File: src/rtl/uart_pkg.sv
// Shared UART definitions: one-hot FSM state encodings, parity-mode names and
// the baud divisor helpers used by uart_rx and uart_tx.
package uart_pkg;

    typedef enum logic [4:0] {
        IDLE  = 5'b00001,
        START = 5'b00010,
        DATA  = 5'b00100,
        CHECK = 5'b01000,
        STOP  = 5'b10000
    } uart_state_e;

    localparam string PARITY_NONE = "None";
    localparam string PARITY_ODD  = "Odd";
    localparam string PARITY_EVEN = "Even";

    localparam int CNT_W = 20;

    // Truncating divide; no fractional baud correction is attempted.
    function automatic logic [CNT_W-1:0] calc_bit_cyc(input int unsigned clock,
                                                      input int unsigned baud);
        int unsigned q;
        q = clock / baud;
        return q[CNT_W-1:0];
    endfunction

    function automatic logic [CNT_W-1:0] calc_half_cyc(input int unsigned clock,
                                                       input int unsigned baud);
        return calc_bit_cyc(clock, baud) >> 1;
    endfunction

    function automatic logic maj3(input logic [2:0] v);
        return (v[0] & v[1]) | (v[0] & v[2]) | (v[1] & v[2]);
    endfunction

endpackage

File: src/rtl/uart_rx_sync.sv
// Two-flop synchroniser and falling-edge detector for the raw rx line.
// With UART_RX_MAJORITY_EN defined, rx_s is the majority of the last 3 synchronised values.
module uart_rx_sync
    import uart_pkg::*;
(
    input  logic clk,
    input  logic rst,
    input  logic rx,
    output logic rx_s,
    output logic rx_fall
);

    logic rx_meta_q;
    logic rx_sync_q;
    logic rx_prev_q;

    // Flops reset to 1 so an idle-high line produces no edge after reset.
    always_ff @(posedge clk or posedge rst) begin
        if (rst) begin
            rx_meta_q <= 1'b1;
            rx_sync_q <= 1'b1;
            rx_prev_q <= 1'b1;
        end else begin
            rx_meta_q <= rx;
            rx_sync_q <= rx_meta_q;
            rx_prev_q <= rx_sync_q;
        end
    end

    assign rx_fall = rx_prev_q & ~rx_sync_q;

`ifdef UART_RX_MAJORITY_EN
    logic rx_prev2_q;

    always_ff @(posedge clk or posedge rst) begin
        if (rst) begin
            rx_prev2_q <= 1'b1;
        end else begin
            rx_prev2_q <= rx_prev_q;
        end
    end

    assign rx_s = maj3({rx_sync_q, rx_prev_q, rx_prev2_q});
`else
    assign rx_s = rx_sync_q;
`endif

endmodule

File: src/rtl/uart_rx.sv
// UART receiver: 1 start, 8 data LSB first, optional parity, 1 stop bit.
// Optional majority-vote sampling is enabled with the UART_RX_MAJORITY_EN macro.
module uart_rx
    import uart_pkg::*;
#(
    parameter logic [25:0] CLOCK     = 26'd50_000_000,
    parameter int unsigned BAUD      = 9600,
    parameter string       CHECK_BIT = "None"
) (
    input  logic        clk,
    input  logic        rst,
    input  logic        rx,
    output logic [7:0]  rx_data,
    output logic        rx_data_vld,
    output logic        parity_err,
    output logic        frame_err,
    output logic        busy,
    output uart_state_e state_dbg
);

    localparam logic [CNT_W-1:0] BIT_CYC   = calc_bit_cyc(32'(CLOCK), BAUD);
    localparam logic [CNT_W-1:0] HALF_CYC  = calc_half_cyc(32'(CLOCK), BAUD);
    localparam logic [CNT_W-1:0] BIT_LAST  = BIT_CYC - 20'd1;
    localparam logic [CNT_W-1:0] HALF_LAST = HALF_CYC - 20'd1;
    localparam bit               PAR_EN    = (CHECK_BIT != PARITY_NONE);
    localparam bit               PAR_ODD   = (CHECK_BIT == PARITY_ODD);

    logic rx_s;
    logic rx_fall;

    uart_rx_sync u_sync (
        .clk     (clk),
        .rst     (rst),
        .rx      (rx),
        .rx_s    (rx_s),
        .rx_fall (rx_fall)
    );

    uart_state_e      state_q,    state_d;
    logic [CNT_W-1:0] cnt_baud_q, cnt_baud_d;
    logic [2:0]       cnt_bit_q,  cnt_bit_d;
    logic [7:0]       shift_q,    shift_d;
    logic             par_bad_q,  par_bad_d;
    logic [7:0]       data_q,     data_d;
    logic             vld_q,      vld_d;
    logic             perr_q,     perr_d;
    logic             ferr_q,     ferr_d;
    logic             bit_end;
    logic             half_end;

    always_ff @(posedge clk or posedge rst) begin
        if (rst) begin
            state_q    <= IDLE;
            cnt_baud_q <= '0;
            cnt_bit_q  <= '0;
            shift_q    <= '0;
            par_bad_q  <= 1'b0;
            data_q     <= '0;
            vld_q      <= 1'b0;
            perr_q     <= 1'b0;
            ferr_q     <= 1'b0;
        end else begin
            state_q    <= state_d;
            cnt_baud_q <= cnt_baud_d;
            cnt_bit_q  <= cnt_bit_d;
            shift_q    <= shift_d;
            par_bad_q  <= par_bad_d;
            data_q     <= data_d;
            vld_q      <= vld_d;
            perr_q     <= perr_d;
            ferr_q     <= ferr_d;
        end
    end

    assign bit_end  = (cnt_baud_q == BIT_LAST);
    assign half_end = (cnt_baud_q == HALF_LAST);

    always_comb begin
        state_d    = state_q;
        cnt_baud_d = cnt_baud_q;
        cnt_bit_d  = cnt_bit_q;
        shift_d    = shift_q;
        par_bad_d  = par_bad_q;
        data_d     = data_q;
        vld_d      = 1'b0;
        perr_d     = 1'b0;
        ferr_d     = 1'b0;

        case (state_q)
            IDLE: begin
                cnt_baud_d = '0;
                cnt_bit_d  = '0;
                if (rx_fall) begin
                    state_d   = START;
                    par_bad_d = 1'b0;
                end
            end

            // A line that is high again at mid start bit was a glitch.
            START: begin
                if (half_end) begin
                    cnt_baud_d = '0;
                    state_d    = rx_s ? IDLE : DATA;
                end else begin
                    cnt_baud_d = cnt_baud_q + 20'd1;
                end
            end

            DATA: begin
                if (bit_end) begin
                    cnt_baud_d = '0;
                    shift_d    = {rx_s, shift_q[7:1]};
                    cnt_bit_d  = cnt_bit_q + 3'd1;
                    if (cnt_bit_q == 3'd7) begin
                        state_d = PAR_EN ? CHECK : STOP;
                    end
                end else begin
                    cnt_baud_d = cnt_baud_q + 20'd1;
                end
            end

            CHECK: begin
                if (bit_end) begin
                    cnt_baud_d = '0;
                    par_bad_d  = PAR_ODD ? ~(^shift_q ^ rx_s) : (^shift_q ^ rx_s);
                    state_d    = STOP;
                end else begin
                    cnt_baud_d = cnt_baud_q + 20'd1;
                end
            end

            // Leaving at mid stop bit leaves half a bit to catch a back-to-back start edge.
            STOP: begin
                if (bit_end) begin
                    cnt_baud_d = '0;
                    state_d    = IDLE;
                    vld_d      = 1'b1;
                    data_d     = shift_q;
                    perr_d     = par_bad_q & PAR_EN;
                    ferr_d     = ~rx_s;
                end else begin
                    cnt_baud_d = cnt_baud_q + 20'd1;
                end
            end

            default: begin
                state_d    = IDLE;
                cnt_baud_d = '0;
                cnt_bit_d  = '0;
            end
        endcase
    end

    // rx_data_vld is a one-cycle push with no ready: the consumer must accept it
    // that cycle; flags are meaningful only alongside it and are 0 otherwise.
    assign rx_data     = data_q;
    assign rx_data_vld = vld_q;
    assign parity_err  = perr_q;
    assign frame_err   = ferr_q;
    assign busy        = (state_q != IDLE);
    assign state_dbg   = state_q;

endmodule

File: config.mk
export PLATFORM = sky130hd
export DESIGN_NAME = uart_rx
export DESIGN_NICKNAME = d
export VERILOG_FILES = /design/src/rtl/uart_pkg.sv /design/src/rtl/uart_rx_sync.sv /design/src/rtl/uart_rx.sv
export SDC_FILE = /design/constraint.sdc
export NUM_CORES = 1
export LEC_CHECK = 0
export BUFFER_PORTS_ARGS = -buffer_cell sky130_fd_sc_hd__buf_2
export CORE_AREA = 3 3 84 66
export DETAILED_ROUTE_END_ITERATION = 10
export DIE_AREA = 0 0 87 69
export SLEW_MARGIN = 20
export SYNTH_ARGS = -nofsm -noshare
export SYNTH_HDL_FRONTEND = slang
export SYNTH_SLANG_ARGS = --single-unit
export TNS_END_PERCENT = 20
File: constraint.sdc
create_clock -name clk -period 2.29 [get_ports clk]
set_input_delay 0.3435 -clock clk [delete_from_list [all_inputs] [get_ports clk]]
set_output_delay 0.3435 -clock clk [all_outputs]
set_load 0.01 [all_outputs]
# ---- Word-level counts from Yosys, hierarchy flattened
# Index checks and enable logic that the tools add are counted.
dict set report totals {
  regBits 49
  in_bits 3
  output_inout_bits 17
  word_cells 53
}
dict set report classes {
  add_sub_neg 2
  n_eq_ne 15
  mux 17
  n_bitwise 3
  reduce_logical 6
}
# cell count
set op_table {}
lappend op_table {{$mux 20} 2}
lappend op_table {{$pmux 20 s2} 1}
lappend op_table {{$mux 5} 6}
lappend op_table {{$pmux 5 s5} 1}
lappend op_table {{$add 20x1->20 const B} 1}
lappend op_table {{$eq 20x12->1 const B} 1}
lappend op_table {{$eq 20x13->1 const B} 1}
lappend op_table {{$ne 2x2->1 const B} 6}
lappend op_table {{$mux 3} 2}
lappend op_table {{$pmux 3 s2} 1}
lappend op_table {{$reduce_and 2->1} 3}
lappend op_table {{$reduce_and 6->1} 1}
lappend op_table {{$reduce_or 3->1} 2}
lappend op_table {{$eq 5x1->1 const B} 1}
lappend op_table {{$eq 5x2->1 const B} 1}
lappend op_table {{$eq 5x3->1 const B} 1}
lappend op_table {{$eq 5x4->1 const B} 1}
lappend op_table {{$eq 5x5->1 const B} 1}
lappend op_table {{$ne 5x1->1 const B} 1}
lappend op_table {{$mux 1} 4}
lappend op_table {{$add 3x1->3 const B} 1}
lappend op_table {{$eq 3x3->1 const B} 1}
lappend op_table {{$not 1->1} 2}
lappend op_table {{$and 1x1->1} 1}

# ---- Longest topological paths before layout
# Gate-level depths: netlist of run 1.
dict set report depth {
  depth_word 4
  depth_mapped 7
  mapped_depth_nobuf 6
}

# ---- Modules after synthesis
# A second synthesis of run 1 with hierarchy kept.
dict set report unflattened {
  cells_unflattened 200
  area_unflattened_um2 2234.6
}
# mod instances cells_each area_per_inst_um2 seq_area_each_um2
set modules_own_cells {}
lappend modules_own_cells {uart_rx 1 195 2138.3 1127.3}
lappend modules_own_cells {uart_rx_sync 1 5 96.3 78.8}

# ---- Worst setup path after synthesis of run 1
# OpenSTA, ideal clock, no wires.
dict set report synth_timing {
  path_type {reg2reg}
  from {register cnt_baud_q[3]}
  to {register shift_q[0]}
  setup_ps 125
  arrival_time_ps 1861
  required_ps 2165
  slack_ps 304
  stages_incl_launch_ff 6
  path_buffers 1
  period_less_slack_ps 1986
  cell_sequence {dfrtp_1 or4_1 nor3_2 and2_1 buf_6 mux2_2}
}
dict set report synth_between {
  elab_chain_len 2
}
# item line_no
set synth_rtl {}
lappend synth_rtl {{start: declaration} uart_rx.sv:40} ;# logic [CNT_W-1:0] cnt_baud_q, cnt_baud_d;
lappend synth_rtl {{start signal: assignment} uart_rx.sv:64} ;# cnt_baud_q <= cnt_baud_d;
lappend synth_rtl {{$eq 20x13->1} uart_rx.sv:75} ;# assign bit_end = (cnt_baud_q == BIT_LAST);
lappend synth_rtl {{$reduce_and 2->1 (no source line)} --}
lappend synth_rtl {{end signal: assignment} uart_rx.sv:66} ;# shift_q <= shift_d;
lappend synth_rtl {{end: declaration} uart_rx.sv:42} ;# logic [7:0] shift_q, shift_d;
# No other way between the ends.
# A chain may end at the register's enable or synchronous reset.

# ---- Worst setup path after layout of run 1
dict set report layout_timing {
  from {register cnt_baud_q[2]}
  to {register shift_q[6]}
}
# Same word-level chain as after synthesis.

==> run_results.csv, run 1 <==
group,metric,value,unit
power_and_ir_drop,power.density,669.1,nW/um2
yosys,syn_inst,187,
final_layout,finalNonFillerCells,272,
worst_setup_path,cp-start-kind,"flop",
worst_setup_path,r2r_setup_slack,130,ps
clock_network,cts_repair_resize_count,0,
placed_design,dp_cells,264,
final_layout,fin_nets,217,
route,wl,3727,um
power_and_ir_drop,vdd_drop_max,0.3146,mV
timing,fin_setup_tns,0,ps
placed_design,gpl.final_weighted_congestion,0.7895,
yosys,yosysWarnings,0,
timing,finalMaxSlewViolations,0,
route,wl_per_cell,13.70,um
timing,relSlewSlack,65.41,%
power_and_ir_drop,p_leak,1.079,nW
worst_setup_path,path_max_fanout,11,
floorplan,die_w,87,um
placed_design,place_area,2342,um2
clock_network,hold_buffers,0,
yosys,ys.flop_type,"dfrtp_1",
floorplan,coreArea,4817,um2
yosys,ys_seq_area_share,56.05,%
worst_setup_path,slowest_stage,"or4_1",
timing,setup_viol,0,
route,drt_iter0_drc,76,
floorplan,fp.dieH,69,um
global_routing,overflow,0,
global_routing,grt_usage,13.72,%
yosys,ys_types,33,
yosys,async_reset_ff_share,100.0,%
worst_setup_path,crit_type,"flop to flop",
yosys,synth.area.top_cells,"dfrtp_1, mux2_2, xnor2_1",
worst_setup_path,worstSetupStartpoint,"cnt_baud_q[2]",
yosys,synth.most_common_cell,"dfrtp_1",
clock_network,cts.clk_slew.worst_paths,90,ps
run,cap_viol_max_count,0,
placed_design,place.port_buffers,17,
route,drtPass1Iterations,4,
timing,finalHoldViolCount,0,
clock_network,cts.sinks,48,
clock_network,root_buffer,"clkbuf_8",
final_layout,post-route-util,50.81,%
floorplan,placementRows,22,
global_routing,top_usage_layer,"met2",
global_routing,use_met3,4.062,%
yosys,synth_top_area_share,51.16,%
global_routing,grt_use_met1,19.29,%
clock_network,post-cts-setup-buffers,0,
worst_setup_path,rr_worst_depth,6,
final_layout,n_fill_cell,424,
placed_design,dp_hpwl,2700,um
route,drc,0,
placed_design,pre_cts_ws,133.7,ps
final_layout,drive_above_1_share,27.36,%
worst_hold_path,hold_class,"input port to async pin",
clock_network,cts_made_buffers,5,
yosys,syn_area,2152,um2
final_layout,syn_to_final_growth,13.72,%
timing,postLayoutSetupSlackWorst,132.7,ps
power_and_ir_drop,power,1.637,mW
clock_network,cts_tree,"done",
global_routing,grt_use_met2,19.63,%
floorplan,start_util,44.68,%
global_routing,grt_max_degree,29,
route,vias,1348,
global_routing,grt_pass1_wl,6520,um
timing,fin_crit_sh,94.20,%
yosys,syn_avg_cell_area,11.51,um2
timing,holdWs,34.52,ps
yosys,synth-edff-count,0,
clock_network,clk_path_buf_depth,2,
timing,max_slew.worst_pin.slew,511.6,ps
final_layout,diodes,0,
final_layout,stdcell_area,2447,um2
clock_network,cts-htree-levels,2,
global_routing,antenna_found_initial,0,
worst_setup_path,timing.rr.end,"shift_q[6]",
route,viasPerCell,4.956,
yosys,ys_top_cells_by_count,"dfrtp_1, nor2_1, mux2_2, xnor2_1, inv_1",
worst_setup_path,regToRegStartpoint,"cnt_baud_q[2]",
worst_setup_path,critPathCaptureType,"flop",
clock_network,clock_latency,300,ps
yosys,synth_top_cell_by_area,"dfrtp_1",
worst_setup_path,crit_chain,"nand3_2 -> or4_1 -> nor3_4 -> and2_1 -> buf_12 -> mux2_2",
timing,fin_skew,9.285,ps
route,ant_nets,0,
global_routing,grt_pass1_vias,1371,
worst_setup_path,slowest_delay,480,ps
timing,fmax,463.6,MHz
floorplan,ios,20,
floorplan,die-area,6003,um2
timing,layout_min_cycle_time,2157,ps
run_status,status,"finished clean",
worst_setup_path,required,2490,ps
worst_setup_path,critical_path_arrival,2360,ps
yosys,ys_ff_latch,48,
routing by layer:
metal / up-vias / wire (um)
li1: 673 / -
met1: 657 / 1877
met2: 13 / 1688
met3: 5 / 121
met4: 0 / 40
met5: - / 0
logic make-up (layout without fill, tap and decap cells):
| kind of cell | after synthesis | in the layout | share of synthesized area (%) |
|---|---|---|---|
| simple gates | 74 | 74 | 17.56 |
| flops | 48 | 48 | 56.05 |
| xor+xnor | 19 | 19 | 7.733 |
| mux | 17 | 17 | 8.895 |
| buf+inv | 16 | 40 | 4.186 |
| compound gates | 9 | 9 | 3.663 |
| fa+ha+maj | 3 | 3 | 1.744 |
| other cells | 1 | 2 | 0.1743 |
worst max path at each step:
stage	end	slack, ps	depth (start not counted)
global route	rx_data[1]	-10	6
finish	shift_q[6]	130	6
floorplan	shift_q[0]	300	5
global placement	cnt_baud_q[19]	210	6
CTS	shift_q[6]	120	6
detailed placement	shift_q[6]	130	6
cell usage in the layout (no fill, tap or decap), types with 4 or more instances in the layout:
| cell | netlist | layout |
|---|---|---|
| mux2_2 | 17 | 17 |
| clkbuf_8 | 0 | 5 |
| dfrtp_1 | 44 | 44 |
| nor2b_1 | 4 | 4 |
| nor3_1 | 6 | 6 |
| nand3_1 | 8 | 8 |
| dfstp_2 | 4 | 4 |
| a22o_1 | 4 | 4 |
| buf_2 | 0 | 17 |
| nand2_1 | 6 | 6 |
| inv_1 | 9 | 8 |
| nor2_1 | 30 | 30 |
| xnor2_1 | 17 | 17 |
state kept, by name (all words and copies together) (netlist names):
register,count
rx_data,8
cnt_baud_q,20
state_dbg,4
u_sync.rx_meta_q,1
u_sync.rx_s,1
cnt_bit_q,3
rx_data_vld,1
frame_err,1
u_sync.rx_prev_q,1
shift_q,8
area by class of cell:
cell class                      instances  area (um2)  share of cell area [%]
Clock buffer                            5       68.82                   2.812
Clock inverter                          3       23.77                  0.9714
Inverter                                9       33.78                   1.380
Multi-Input combinational cell        124       872.1                   35.63
Sequential cell                        48        1206                   49.28
Tap cell                               60       75.07                   3.067
Timing Repair Buffer                   23       167.7                   6.851
worst max-delay path: cells and delay by family, from the launching register on:
kind,cells,cell delay (ps)
AND/OR/NAND/NOR,4,1120
flip-flops,1,460
multiplexers,1,330
buffers and inverters,1,140
power breakdown:
group | total [mW] | switching [mW] | internal [mW] | leakage (nW)
clock network | 0.506 | 0.290 | 0.216 | 0.0404
registers | 0.921 | 0.0382 | 0.883 | 0.656
logic | 0.210 | 0.122 | 0.0886 | 0.382
total | 1.64 | 0.450 | 1.19 | 1.08
No activity file was read; power rests on OpenSTA's default activity.
==> inputs of run 2 (changes only) <==
--- a/config.mk
+++ b/config.mk
@@ -5,12 +5,14 @@
 export SDC_FILE = /design/constraint.sdc
 export NUM_CORES = 1
 export LEC_CHECK = 0
-export BUFFER_PORTS_ARGS = -buffer_cell sky130_fd_sc_hd__buf_2
-export CORE_AREA = 3 3 84 66
+export CORE_AREA = 3 3 86 68
 export DETAILED_ROUTE_END_ITERATION = 10
-export DIE_AREA = 0 0 87 69
+export DIE_AREA = 0 0 89 71
+export DONT_BUFFER_PORTS = 1
+export SETUP_SLACK_MARGIN = 0.15
 export SLEW_MARGIN = 20
 export SYNTH_ARGS = -nofsm -noshare
 export SYNTH_HDL_FRONTEND = slang
+export SYNTH_HIERARCHICAL = 1
 export SYNTH_SLANG_ARGS = --single-unit
 export TNS_END_PERCENT = 20
==> run_results.csv, run 2 <==
group,metric,value,unit
run_status,status,"finished clean",
route,ant_nets,0,
worst_setup_path,cp-start-kind,"flop",
power_and_ir_drop,switchingPower,473.4,uW
yosys,synth.most_common_cell,"dfrtp_1",
timing,holdWs,27.44,ps
power_and_ir_drop,clkPwrFrac,38.7,%
run,cap_viol_max_count,0,
yosys,syn_avg_cell_area,11.17,um2
floorplan,placementRows,23,
yosys,yosysWarnings,6,
clock_network,cts.clk_slew.worst_paths,90,ps
route,vias,1463,
power_and_ir_drop,power.density,728.2,nW/um2
clock_network,clk_path_buf_depth,2,
worst_setup_path,path_max_fanout,8,
timing,setup_viol,0,
timing,relSlewSlack,48.02,%
timing,rsz0062_at_grt,"true",
final_layout,fin_nets,225,
clock_network,cts_tree,"done",
global_routing,grt_pass1_wl,6975,um
clock_network,cts.sinks,48,
timing,layout_min_cycle_time,2250,ps
floorplan,fp.dieH,71,um
clock_network,cts_made_buffers,5,
power_and_ir_drop,p_leak,1.152,nW
yosys,ys_seq_area_share,53.98,%
final_layout,layout_common_cells,"dfrtp_1, nor2_1, buf_4",
timing,max_slew.worst_pin.slew,774.9,ps
global_routing,overflow,0,
clock_network,cts-htree-levels,2,
route,wl_per_cell,14.61,um
power_and_ir_drop,p_int,1.415,mW
placed_design,place.port_buffers,0,
worst_setup_path,r2r_setup_slack,40,ps
global_routing,grt_pass1_vias,1460,
power_and_ir_drop,combPwrFrac,12.1,%
route,wl,4121,um
route,viasPerCell,5.188,
global_routing,grt_usage,14.29,%
route,drt_iter0_drc,48,
yosys,syn_area,2235,um2
floorplan,ios,20,
yosys,async_reset_ff_share,100.0,%
timing,fin_crit_sh,98.24,%
clock_network,clock_latency,300,ps
power_and_ir_drop,pwr-share-seq,49.2,%
final_layout,diodes,0,
power_and_ir_drop,vdd_drop_max,0.4212,mV
worst_setup_path,required,2490,ps
floorplan,coreArea,5151,um2
power_and_ir_drop,swShare,25.07,%
final_layout,multiInputGateArea,991.0,um2
worst_setup_path,critPathCaptureType,"flop",
final_layout,largest_register_ffs,20,
final_layout,stdcell_area,2594,um2
yosys,ys_types,43,
yosys,ys_top_cells_by_count,"dfrtp_1, nor2_1, mux2_2, nand3_1, xor2_1",
placed_design,dp_hpwl,2969,um
timing,fin_skew,9.329,ps
yosys,synth_top_area_share,49.27,%
floorplan,die-area,6319,um2
route,drtPass1Iterations,4,
worst_hold_path,hold_class,"input port to flop",
yosys,ys_ff_latch,48,
final_layout,regMostFlops,"cnt_baud_q",
yosys,syn_inst,200,
global_routing,grt_max_degree,24,
final_layout,drive_above_1_share,22.73,%
final_layout,post-route-util,50.35,%
floorplan,die_w,89,um
worst_setup_path,crit_type,"flop to flop",
final_layout,final-seq-area,1206,um2
route,drc,0,
floorplan,start_util,43.38,%
final_layout,n_fill_cell,454,
global_routing,antenna_found_initial,0,
placed_design,gpl.final_weighted_congestion,0.8028,
yosys,ys.flop_type,"dfrtp_1",
clock_network,root_buffer,"clkbuf_8",
final_layout,syn_to_final_growth,16.07,%
yosys,synth-edff-count,0,
timing,fmax,444.5,MHz
worst_setup_path,critical_path_arrival,2450,ps
yosys,synth_top_cell_by_area,"dfrtp_1",
timing,finalMaxSlewViolations,0,
yosys,synth.area.top_cells,"dfrtp_1, mux2_2, nor2_1",
timing,finalHoldViolCount,0,
final_layout,mostFrequentLayoutCell,"dfrtp_1",
placed_design,place_area,2394,um2
## run 2: changes by cell type in the layout (fill, tap and decap cells not counted), sizes merged, moves of 4 or more
cell	delta
a22o	-4
buf	-6
inv	-5
nand4	+4
nor2	+4
nor3	-5
xnor2	-8
xor2	+8
## run 2: cell type report
cell class / count / share of cell area (%)
repair buffers: 18 / 6.416
well taps: 62 / 2.991
clock inverters: 3 / 2.653
clock buffers: 5 / 2.653
flip-flops and latches: 48 / 46.50
multi-input cells: 142 / 38.21
inverters: 4 / 0.5789
## run 2: critical path, cell delays in order (launching register included)
cell     delay [ps]
dfrtp_1         380
or4b_1          500
or3_1           300
or3_4           380
nor2_4          110
buf_12          130
mux2_2          320
## run 2: metal layers
metal / GRT usage [%] / vias up / wire [um]
met5: 0 / - / 0
li1: - / 727 / -
met3: 4.307 / 4 / 163
met4: 4.959 / 0 / 46
met1: 21.35 / 710 / 2242
met2: 19.60 / 22 / 1669
## run 2: logic make-up after synthesis
kind of cell | Yosys count | synth area share [%]
simple gates | 85 | 20.27
flops | 48 | 53.98
xor+xnor | 19 | 7.447
mux | 17 | 8.566
compound gates | 15 | 4.760
buf+inv | 12 | 3.135
fa+ha+maj | 3 | 1.680
other cells | 1 | 0.1678
## run 2: what timing repair did
action | 4_1_cts | 5_1_grt
pin swaps | 2 | 1
endpoints found under the hold margin | 24 | 0
setup buffers | 1 | 0
endpoints found under the setup margin | 39 | 40
hold buffers | 1 | 0
gates resized for setup | 5 | 2
cloned | 1 | 0
## run 2: final timing paths
kind | startpoint | to | depth (start not counted)
max | cnt_baud_q[5] | rx_data[4] | 6
min | rx | u_sync/rx_meta_q | 0
max reg2reg | cnt_baud_q[5] | rx_data[4] | 6
min reg2reg | u_sync/rx_meta_q | u_sync/rx_s | 0
max in group asynchronous | rst | state_dbg[0] | 3
min in group asynchronous | rst | cnt_baud_q[15] | 2
## run 2: per-stage QoR
stage / setup TNS, ps / cells / setup WS (ps) / power [mW]
final: 0 / 282 / 40.23 / 1.889
after global routing: -351.2 / 282 / -42.42 / 1.981
after CTS: 0 / 282 / 39.48 / 1.914
after detailed placement: -5.295 / 271 / -3.094 / 1.174
after global placement: 0 / 271 / 23.27 / 1.170
after floorplan: 0 / 201 / 2.462 / 1.106
## run 2: power by group through the flow
stage	Clock, mW	Combinational [mW]	Sequential, mW
after global routing	0.786	0.256	0.939
after CTS	0.753	0.230	0.930
final	0.730	0.229	0.930
after floorplan	0	0.178	0.928
after detailed placement	0	0.227	0.947
after global placement	0	0.223	0.947
==> inputs of run 3 (changes only) <==
--- a/config.mk
+++ b/config.mk
@@ -5,14 +5,13 @@
 export SDC_FILE = /design/constraint.sdc
 export NUM_CORES = 1
 export LEC_CHECK = 0
-export CORE_AREA = 3 3 86 68
+export CORE_AREA = 3 3 84 66
 export DETAILED_ROUTE_END_ITERATION = 10
-export DIE_AREA = 0 0 89 71
+export DIE_AREA = 0 0 87 69
 export DONT_BUFFER_PORTS = 1
 export SETUP_SLACK_MARGIN = 0.15
 export SLEW_MARGIN = 20
 export SYNTH_ARGS = -nofsm -noshare
 export SYNTH_HDL_FRONTEND = slang
-export SYNTH_HIERARCHICAL = 1
 export SYNTH_SLANG_ARGS = --single-unit
 export TNS_END_PERCENT = 20
==> run_results.csv, run 3 (synthesis gave the netlist of run 1 again) <==
group,metric,value,unit
placed_design,gpl.final_weighted_congestion,0.7657,
clock_network,cts.sinks,48,
final_layout,fin_nets,212,
floorplan,fp.dieH,69,um
power_and_ir_drop,power.density,719.0,nW/um2
placed_design,pre_cts_ws,133.2,ps
route,top_layer_used,"met4",
timing,fin_setup_tns,0,ps
worst_setup_path,critical_path_arrival,2310,ps
clock_network,cts-htree-levels,2,
timing,max_slew.worst_pin.slew,607.7,ps
clock_network,cts.clk_slew.worst_paths,90,ps
final_layout,diodes,0,
run_status,status,"finished clean",
power_and_ir_drop,power,1.822,mW
timing,layout_min_cycle_time,2123,ps
timing,finalHoldViolCount,0,
final_layout,layout_common_cells,"dfrtp_1, nor2_1, mux2_2, xnor2_1, buf_4",
final_layout,drive_above_1_share,28.50,%
worst_setup_path,critPathCaptureType,"flop",
power_and_ir_drop,vdd_drop_max,0.5278,mV
timing,holdWs,30.72,ps
global_routing,grt_max_degree,49,
route,drt-met1-wl,1995,um
route,wl,4217,um
floorplan,coreArea,4817,um2
timing,postLayoutSetupSlackWorst,166.6,ps
power_and_ir_drop,p_leak,1.097,nW
timing,rsz0062_at_grt,"true",
placed_design,dp_cells,252,
clock_network,cts_tree,"done",
timing,relSlewSlack,59.49,%
worst_setup_path,crit_type,"flop to flop",
clock_network,clock_latency,300,ps
placed_design,place_area,2282,um2
final_layout,largest_register_ffs,20,
timing,fin_crit_sh,92.72,%
route,drc,0,
clock_network,cts_made_buffers,5,
final_layout,finalNonFillerCells,267,
timing,fin_skew,5.362,ps
route,drtPass1Iterations,4,
route,viasPerCell,5.288,
floorplan,ios,20,
route,wl_met2,1964,um
run,cap_viol_max_count,0,
route,routed-wl-met3,208,um
clock_network,root_buffer,"clkbuf_8",
final_layout,regMostFlops,"cnt_baud_q",
floorplan,start_util,44.68,%
final_layout,n_fill_cell,406,
route,ant_nets,0,
global_routing,overflow,0,
final_layout,mostFrequentLayoutCell,"dfrtp_1",
timing,fmax,470.9,MHz
placed_design,dp_hpwl,2768,um
timing,finalMaxSlewViolations,0,
floorplan,placementRows,22,
placed_design,place.port_buffers,0,
global_routing,grt_pass1_wl,6817,um
floorplan,die_w,87,um
worst_setup_path,path_max_fanout,8,
route,vias,1412,
timing,setup_viol,0,
clock_network,clk_path_buf_depth,2,
final_layout,stdcell_area,2534,um2
global_routing,grt_usage,14.35,%
final_layout,syn_to_final_growth,17.73,%
global_routing,antenna_found_initial,0,
worst_hold_path,hold_class,"input port to flop",
worst_setup_path,cp-start-kind,"flop",
floorplan,die-area,6003,um2
clock_network,hold_buffers,0,
route,drt_iter0_drc,82,
final_layout,post-route-util,52.60,%
global_routing,grt_pass1_vias,1375,
route,wl_per_cell,15.79,um
worst_setup_path,required,2470,ps
## run 3: cell count changes in the layout (fill, tap and decap cells not counted), sizes merged, moves of 3 or more
cell	delta
nand2	-3
a22o	+4
inv	+5
nor4b	+3
nor2	-4
nor3	+5
xor2	-8
nand3	-3
nand4	-4
xnor2	+8
## run 3: worst max-delay path: stages, from the launching register on
cell	delay [ps]
dfrtp_1	420
nand3_2	100
or4_1	460
nor3_4	310
and2_2	250
buf_12	130
mux2_2	330
## run 3: layout make-up
cell class / count / area (um2) / area share, %
clock buffer: 6 / 82.58 / 3.259
timing repair buffer: 18 / 192.7 / 7.605
multi-input combinational: 124 / 903.4 / 35.65
sequential: 48 / 1207 / 47.65
clock inverter: 2 / 38.79 / 1.531
inverter: 9 / 33.78 / 1.333
tap: 60 / 75.07 / 2.963
## run 3: worst paths after layout
kind,depth (start not counted),startpoint,slack (ps),to
max,6,cnt_baud_q[4],170,rx_data[0]
min,0,rx,30,u_sync.rx_meta_q
max reg2reg,6,cnt_baud_q[4],170,rx_data[0]
min reg2reg,0,u_sync.rx_meta_q,360,u_sync.rx_s
max in group asynchronous,2,rst,1790,cnt_baud_q[2]
min in group asynchronous,2,rst,70,frame_err
## run 3: what timing repair did
action,CTS,global route
endpoints found under the setup margin,7,35
setup buffers,0,5
endpoints found under the hold margin,0,0
pin swaps,0,4
cloned,0,2
resized for setup,2,12
## run 3: report_power, final
group	leakage, nW	switching [mW]	total [mW]	internal, mW
sequential	0.654	0.0543	0.937	0.883
clock	0.0614	0.277	0.634	0.357
combinational	0.381	0.128	0.251	0.122
total	1.10	0.460	1.82	1.36
## run 3: metal layers
metal,vias to the layer above,global-route usage [%]
li1,665,-
met1,718,20.29
met2,25,20.47
met3,4,4.659
met4,0,5.190
met5,-,0
